<file path="config.mk">
export PLATFORM = sky130hd
export DESIGN_NAME = regfile_trace
export DESIGN_NICKNAME = d
export VERILOG_FILES = /design/src/rtl/regfile_trace.sv
export SDC_FILE = /design/constraint.sdc
export NUM_CORES = 2
export LEC_CHECK = 0
export ABC_CLOCK_PERIOD_IN_PS = 47900
export BUFFER_PORTS_ARGS = -buffer_cell sky130_fd_sc_hd__buf_2
export CORE_ASPECT_RATIO = 1.5
export CORE_MARGIN = 1.5
export CORE_UTILIZATION = 64
export CTS_BUF_LIST = sky130_fd_sc_hd__clkbuf_16
export DETAILED_ROUTE_END_ITERATION = 12
export MAX_ROUTING_LAYER = met4
export PLACE_DENSITY_LB_ADDON = 0.08
export SYNTH_ARGS = -nofsm -noshare
export SYNTH_HDL_FRONTEND = slang
export SYNTH_SLANG_ARGS = --single-unit
</file>
<file path="constraint.sdc">
create_clock -name clock -period 47.9 [get_ports clock]
set_input_delay 7.185 -clock clock [delete_from_list [all_inputs] [get_ports clock]]
set_output_delay 7.185 -clock clock [all_outputs]
set_load 0.01 [all_outputs]
</file>
<file path="src/rtl/regfile_trace.sv">
// Parametrised register file with combinational read ports, run-time
// selectable debug taps, and a show-ahead trace FIFO that records every
// effective register writeback for logging by a consumer.
module regfile_trace #(
    parameter int DW          = 32,
    parameter int AW          = 5,
    parameter int NUM_RD      = 2,
    parameter int NUM_DBG     = 6,
    parameter int TRACE_DEPTH = 16,
    parameter int BYPASS      = 1
) (
    input  logic                          clock,
    input  logic                          reset,
    input  logic                          ctrl_writeEnable,
    input  logic [AW-1:0]                 ctrl_writeReg,
    input  logic [DW-1:0]                 data_writeReg,
    input  logic [NUM_RD*AW-1:0]          ctrl_readReg,
    output logic [NUM_RD*DW-1:0]          data_readReg,
    input  logic [NUM_DBG*AW-1:0]         dbg_sel,
    output logic [NUM_DBG*DW-1:0]         dbg_data,
    input  logic                          trace_en,
    input  logic                          trace_clear,
    output logic                          trace_valid,
    input  logic                          trace_ready,
    output logic [AW-1:0]                 trace_reg,
    output logic [DW-1:0]                 trace_data,
    output logic [$clog2(TRACE_DEPTH):0]  trace_count,
    output logic                          trace_overflow
);

    localparam int NREG = 2 ** AW;
    localparam int PW   = $clog2(TRACE_DEPTH);
    localparam int CW   = PW + 1;
    localparam int EW_W = AW + DW;

    // Register storage; entry 0 is reset to zero and never written.
    logic [DW-1:0] regs_reg [NREG];

    // A write to register 0 has no architectural effect and is never traced.
    logic eff_write;
    assign eff_write = ctrl_writeEnable && (ctrl_writeReg != '0);

    // Register file update on effective writes; async reset clears every entry.
    always_ff @(posedge clock or posedge reset) begin
        if (reset) begin
            for (int i = 0; i < NREG; i++) begin
                regs_reg[i] <= '0;
            end
        end else if (eff_write) begin
            regs_reg[ctrl_writeReg] <= data_writeReg;
        end
    end

    // Read ports: zero for r0, optional same-cycle forwarding of the write data.
    genvar gi;
    generate
        for (gi = 0; gi < NUM_RD; gi++) begin : g_rd
            logic [AW-1:0] rd_addr;
            logic [DW-1:0] rd_val;
            assign rd_addr = ctrl_readReg[gi*AW +: AW];

            // Select stored value, forwarded write data, or zero.
            always_comb begin
                rd_val = regs_reg[rd_addr];
                if (rd_addr == '0) begin
                    rd_val = '0;
                end else if ((BYPASS != 0) && eff_write && (ctrl_writeReg == rd_addr)) begin
                    rd_val = data_writeReg;
                end
            end

            assign data_readReg[gi*DW +: DW] = rd_val;
        end

        // Debug taps always show stored state; r0 is held at zero in storage.
        for (gi = 0; gi < NUM_DBG; gi++) begin : g_dbg
            assign dbg_data[gi*DW +: DW] = regs_reg[dbg_sel[gi*AW +: AW]];
        end
    endgenerate

    // Trace FIFO state.
    logic [EW_W-1:0] mem_reg [TRACE_DEPTH];
    logic [PW-1:0]   wr_ptr_reg, wr_ptr_next;
    logic [PW-1:0]   rd_ptr_reg, rd_ptr_next;
    logic [CW-1:0]   count_reg, count_next;
    logic            ovf_reg, ovf_next;
    logic            fifo_full, fifo_empty;
    logic            push, pop, push_accept, mem_we;
    logic [EW_W-1:0] head;

    assign fifo_full  = (count_reg == CW'(TRACE_DEPTH));
    assign fifo_empty = (count_reg == '0);
    assign push       = eff_write && trace_en;
    assign pop        = !fifo_empty && trace_ready;
    // When full, a push only fits if the head leaves on the same edge.
    assign push_accept = push && (!fifo_full || pop);

    // Next-state for pointers, occupancy and sticky overflow; clear wins over all.
    always_comb begin
        wr_ptr_next = wr_ptr_reg;
        rd_ptr_next = rd_ptr_reg;
        count_next  = count_reg;
        ovf_next    = ovf_reg;
        mem_we      = 1'b0;
        if (trace_clear) begin
            wr_ptr_next = '0;
            rd_ptr_next = '0;
            count_next  = '0;
            ovf_next    = 1'b0;
        end else begin
            if (push_accept) begin
                wr_ptr_next = wr_ptr_reg + PW'(1);
                mem_we      = 1'b1;
            end
            if (pop) begin
                rd_ptr_next = rd_ptr_reg + PW'(1);
            end
            if (push_accept && !pop) begin
                count_next = count_reg + CW'(1);
            end else if (pop && !push_accept) begin
                count_next = count_reg - CW'(1);
            end
            if (push && !push_accept) begin
                ovf_next = 1'b1;
            end
        end
    end

    // FIFO control registers.
    always_ff @(posedge clock or posedge reset) begin
        if (reset) begin
            wr_ptr_reg <= '0;
            rd_ptr_reg <= '0;
            count_reg  <= '0;
            ovf_reg    <= 1'b0;
        end else begin
            wr_ptr_reg <= wr_ptr_next;
            rd_ptr_reg <= rd_ptr_next;
            count_reg  <= count_next;
            ovf_reg    <= ovf_next;
        end
    end

    // Record storage; contents are don't-care until counted as occupied.
    always_ff @(posedge clock) begin
        if (mem_we) begin
            mem_reg[wr_ptr_reg] <= {ctrl_writeReg, data_writeReg};
        end
    end

    // Show-ahead head, forced to zero while the FIFO is empty.
    always_comb begin
        head = mem_reg[rd_ptr_reg];
        if (fifo_empty) begin
            head = '0;
        end
    end

    assign trace_valid    = !fifo_empty;
    assign trace_reg      = head[EW_W-1:DW];
    assign trace_data     = head[DW-1:0];
    assign trace_count    = count_reg;
    assign trace_overflow = ovf_reg;

endmodule

</file>
; ---- After elaboration in Yosys (flattened, before gate mapping)
; Memories as Yosys holds them, arrays and structs flattened.
; Cells that the tools add are included.
[totals]
regBits = 1038
latch_bits = 0
mem_bits_rw = 592
romBits = 0
input_bits = 83
output_inout_bits = 300
word_cells = 131
n_memories = 1
[classes]
n_addsub = 4
multipliers = 0
div_mod_pow = 0
magnitude_cmp = 10
n_eq_ne = 3
n_shift = 0
muxes = 45
bitwise = 9
n_reduce_logical = 23
[memory_table]
columns = memory, depth, word_bits, rd, rd_ports_with_merged_regs, wr, line
row1 = mem_reg, 16, 37, 1, 0, 1, 82  ; logic [EW_W-1:0] mem_reg [TRACE_DEPTH];
[ops]
columns = operator, n
row1 = binary-select mux 32 bit (select 5 bit), 8
row2 = bitwise mux 1024 bit, 1
row3 = two-way mux 32 bit, 21
row4 = demux 32 bit (select 5 bit), 1
row5 = greater-or-equal comparator 6 bit (second input constant), 9
row6 = inverter 5 -> 6 bit, 9
row7 = two-way mux 37 bit, 1
row8 = two-way mux 4 bit, 4
row9 = logical NOT 5 bit, 3
row10 = two-way mux 5 bit, 3
row11 = == test 5 bit, 2
row12 = logical AND 1 bit, 10
row13 = adder 4 x 1 -> 4 bit (second input constant), 2
row14 = < comparator 6 x 1 -> 1 bit (second input constant), 1
row15 = two-way mux 1 bit, 6
row16 = nonzero test 2 bit, 3
row17 = adder 5 x 1 -> 5 bit (second input constant), 1
row18 = == test 5 bit (second input constant), 1
row19 = nonzero test 5 bit, 1
row20 = subtractor 5 x 1 -> 5 bit (second input constant), 1
row21 = logical NOT 1 bit, 4
row22 = nonzero test 3 bit, 1
row23 = logical OR 1 bit, 1

; ---- Logic depth before layout (Yosys ltp)
[depth]
ltp_word = 10
mapped_depth = 12

; ---- Least setup slack after synthesis
; OpenSTA, ideal clock, no wires.
[synth_path]
path_kind = input-to-output
startpoint = in dbg_sel[0]
endpoint = out dbg_data[10]
arrival_time_ns = 9.160
required_ns = 40.715
setup_slack_ns = 31.555
path_stages = 5
path_cell_list = clkbuf_1 -> clkbuf_1 -> mux4_2 -> mux4_2 -> mux2_2
[synth_between]
elab_chain_cells = 4
[synth_rtl]
columns = item, line
row1 = from (decl), 19  ; input logic [NUM_DBG*AW-1:0] dbg_sel,
row2 = inverter 5 -> 6 bit (not written as such), 77  ; assign dbg_data[gi*DW +: DW] = regs_reg[dbg_sel[gi*AW +: AW]];
row3 = binary-select mux 32 bit (select 5 bit), 77
row4 = two-way mux 32 bit (not written as such) (2 in a row), 77
row5 = to (decl), 20  ; output logic [NUM_DBG*DW-1:0] dbg_data,
; Every way passes these cells. The select of a mux whose other input is x is not followed.

; ---- Worst setup path in the final report
[layout_path]
startpoint = in dbg_sel[10]
endpoint = out dbg_data[83]
; Same word-level chain as after synthesis.

==> run summary <==
CTS tree = built
DRC = 0
area grow syn2layout = 7.05%
Starting Density = 64.4%
total track usage = 49.7%
nets = 7143
fin worst setup slack = 28.85 ns
via count = 89500
status = finished clean
syn avg cell area = 17.5 sq um
final setup vio count = 0
Final Hold Vio Count = 0
actual slew at the worst max-slew pin = 1.39 ns
Final HPWL DP = 273000 um
VDD IR max = 0.0000382 V
postcts setup bufs = 0
Overflow after GRT = 0
TritonRoute pass-1 iters = 6
CTS buffer count = 170
number of library cell types mapped by synthesis = 66
RSZ-0062 raised after global routing = no
share of cells above drive strength 1 = 65.6%
Critical Path AT = 11.86 ns
crit path time final = 19.05 ns
dominant synthesized flop cell = dfrtp_1
FP Rows = 199
most frequent cells in the layout = mux4_2, mux2_2, dfrtp_1
total power = 5.22 mW
Iter 0 DRT Violations = 15300
leakage = 49.6 nW
Worst Skew = 0.0416 ns
Synthesis Warnings = 0
via/cell ratio = 9.11
Clock Tree Root = clkbuf_16
crit path kind = input pin to output port
type of origin of the critical path = input pin
worst-path fanout max = 66
Die Width = 366 um
synthesized net count = 7319
reported max-cap violation count = 0
first-pass GRT wire length = 674000 um
Fin Setup TNS = 0 ns
CORE AREA = 0.196 sq mm
CP endpoint kind = output port
Clock Sinks = 1630
Fillers = 12800
# hold bufs at CTS = 0
largest net degree at the start of global routing = 160
area of the die = 0.200 sq mm
Place WS = 28.71 ns
chip height = 547 um
routability cong. = 0.957
Final Cycle Share = 39.8%
Post-Syn Area = 0.126 sq mm
share of async-settable or async-resettable flops after synthesis = 63.7%
sequential fraction of the synthesis area = 34.7%
H-tree Lvls = 4
Crit path required time = 40.72 ns
Max Root-Sink Buffers = 4
fin. max-slew vios = 0
Slew Limit Headroom = 7.59%
Resized cells post-CTS = 0
Worst-path clk slew = 0.06 ns
hold slack = 0.526 ns
power per cell area = 38.7 mW/mm^2
initial antenna violation count = 32
multi-input logic area = 0.0785 sq mm
port bufs = 382
Fmax = 0.0525 GHz
FF/Latch Area = 0.0438 sq mm
DR WL/cell = 48.0 um
vias in the first global route = 89000
Antenna Nets Post-Route = 0
max FFs per register = 1024
hold crit path type = flop to flop
Skew-Pair Late Insertion Delay = 0.87 ns
post-synthesis cell count = 7227
I/O Pins = 383
Seq cells post-synth = 1630
final WL = 472000 um
most common cell after layout, fill and taps aside = mux4_2
Post-synth EDFFs = 592
## final timing paths
kind	start	slack (ns)	depth (start not counted)	endpoint
max	dbg_sel[10]	28.85	8	dbg_data[83]
min	regs_reg[1006]	0.53	0	regs_reg[1006]
max reg2reg	trace_count[1]	44.75	9	trace_count[4]
min reg2reg	regs_reg[1006]	0.53	0	regs_reg[1006]
max in group asynchronous	reset	38.18	5	rd_ptr_reg[1]
min in group asynchronous	reset	6.45	2	regs_reg[476]
## layer usage
| metal | vias up | GRT usage, % | part of all wire (%) | wire (um) |
|---|---|---|---|---|
| li1 | 31300 | - | - | - |
| met1 | 46800 | 60.3 | 30 | 143000 |
| met2 | 9085 | 69.4 | 45 | 212000 |
| met3 | 2296 | 19.7 | 16 | 76300 |
| met4 | 0 | 32.4 | 8.6 | 40400 |
| met5 | - | - | 0 | 0 |
## critical path, cell delays in order
cell and delay, ns:
buf_8 0.51, buf_4 0.74, buf_4 0.82, buf_4 0.83
mux4_2 0.61, mux4_2 0.48, mux2_2 0.34, buf_2 0.17
## where the power goes
group          total (mW)  switching (mW)  internal, mW  leakage (nW)
registers            2.03           0.421          1.61          18.6
clock network        1.39           0.612         0.779          2.77
logic                1.80           0.728          1.07          28.2
## cell type report
cell class              instances  share of cell area (%)
diodes                         37                  0.0685
multi-input cells            4660                    58.1
well taps                    2613                    2.42
flip-flops and latches       1630                    32.4
clock buffers                 171                    3.17
clock inverters               127                   0.980
inverters                       9                  0.0343
repair buffers                580                    2.83
## synth_stat cells (34+ instances only)
library cell     n  area share [%]
dfrtp_1       1038              21
nor2_1          54            0.16
buf_4           35            0.21
nand2_1        132            0.39
and2_1          47            0.23
o21ai_0         48            0.19
edfxtp_1       592              14
clkbuf_1       451             1.3
a21oi_1         41            0.16
a211oi_1        39            0.23
mux2_2        1182              11
mux4_2        2615              47
mux2i_1        151             1.2
nor2b_1         34            0.17
buf_6           38            0.34
buf_1           90            0.27
nand3_1         44            0.17
buf_2          312             1.2
## cell families (layout without fill, tap and decap cells)
group,after synthesis,count (layout),share of synthesized area [%]
muxes,3948,3948,58.4
DFF,1630,1630,34.7
buffers and inverters,937,887,3.44
and+or+nand+nor,395,395,1.54
AOI/OAI and AO/OA,291,291,1.72
xor gates and xnor gates,17,17,0.118
adders and majority gates,9,9,0.0952
other,0,37,0
## metrics by stage
step	utilization (%)	std cells	cell area, sq um
finish	68.9	9827	135000
global route	68.9	9815	135000
CTS	68.9	9790	135000
detailed placement	66.0	9492	129000
global placement	66.0	9492	129000
floorplan	-	7227	126000
Note: power is estimated with default switching activity, not from simulation.
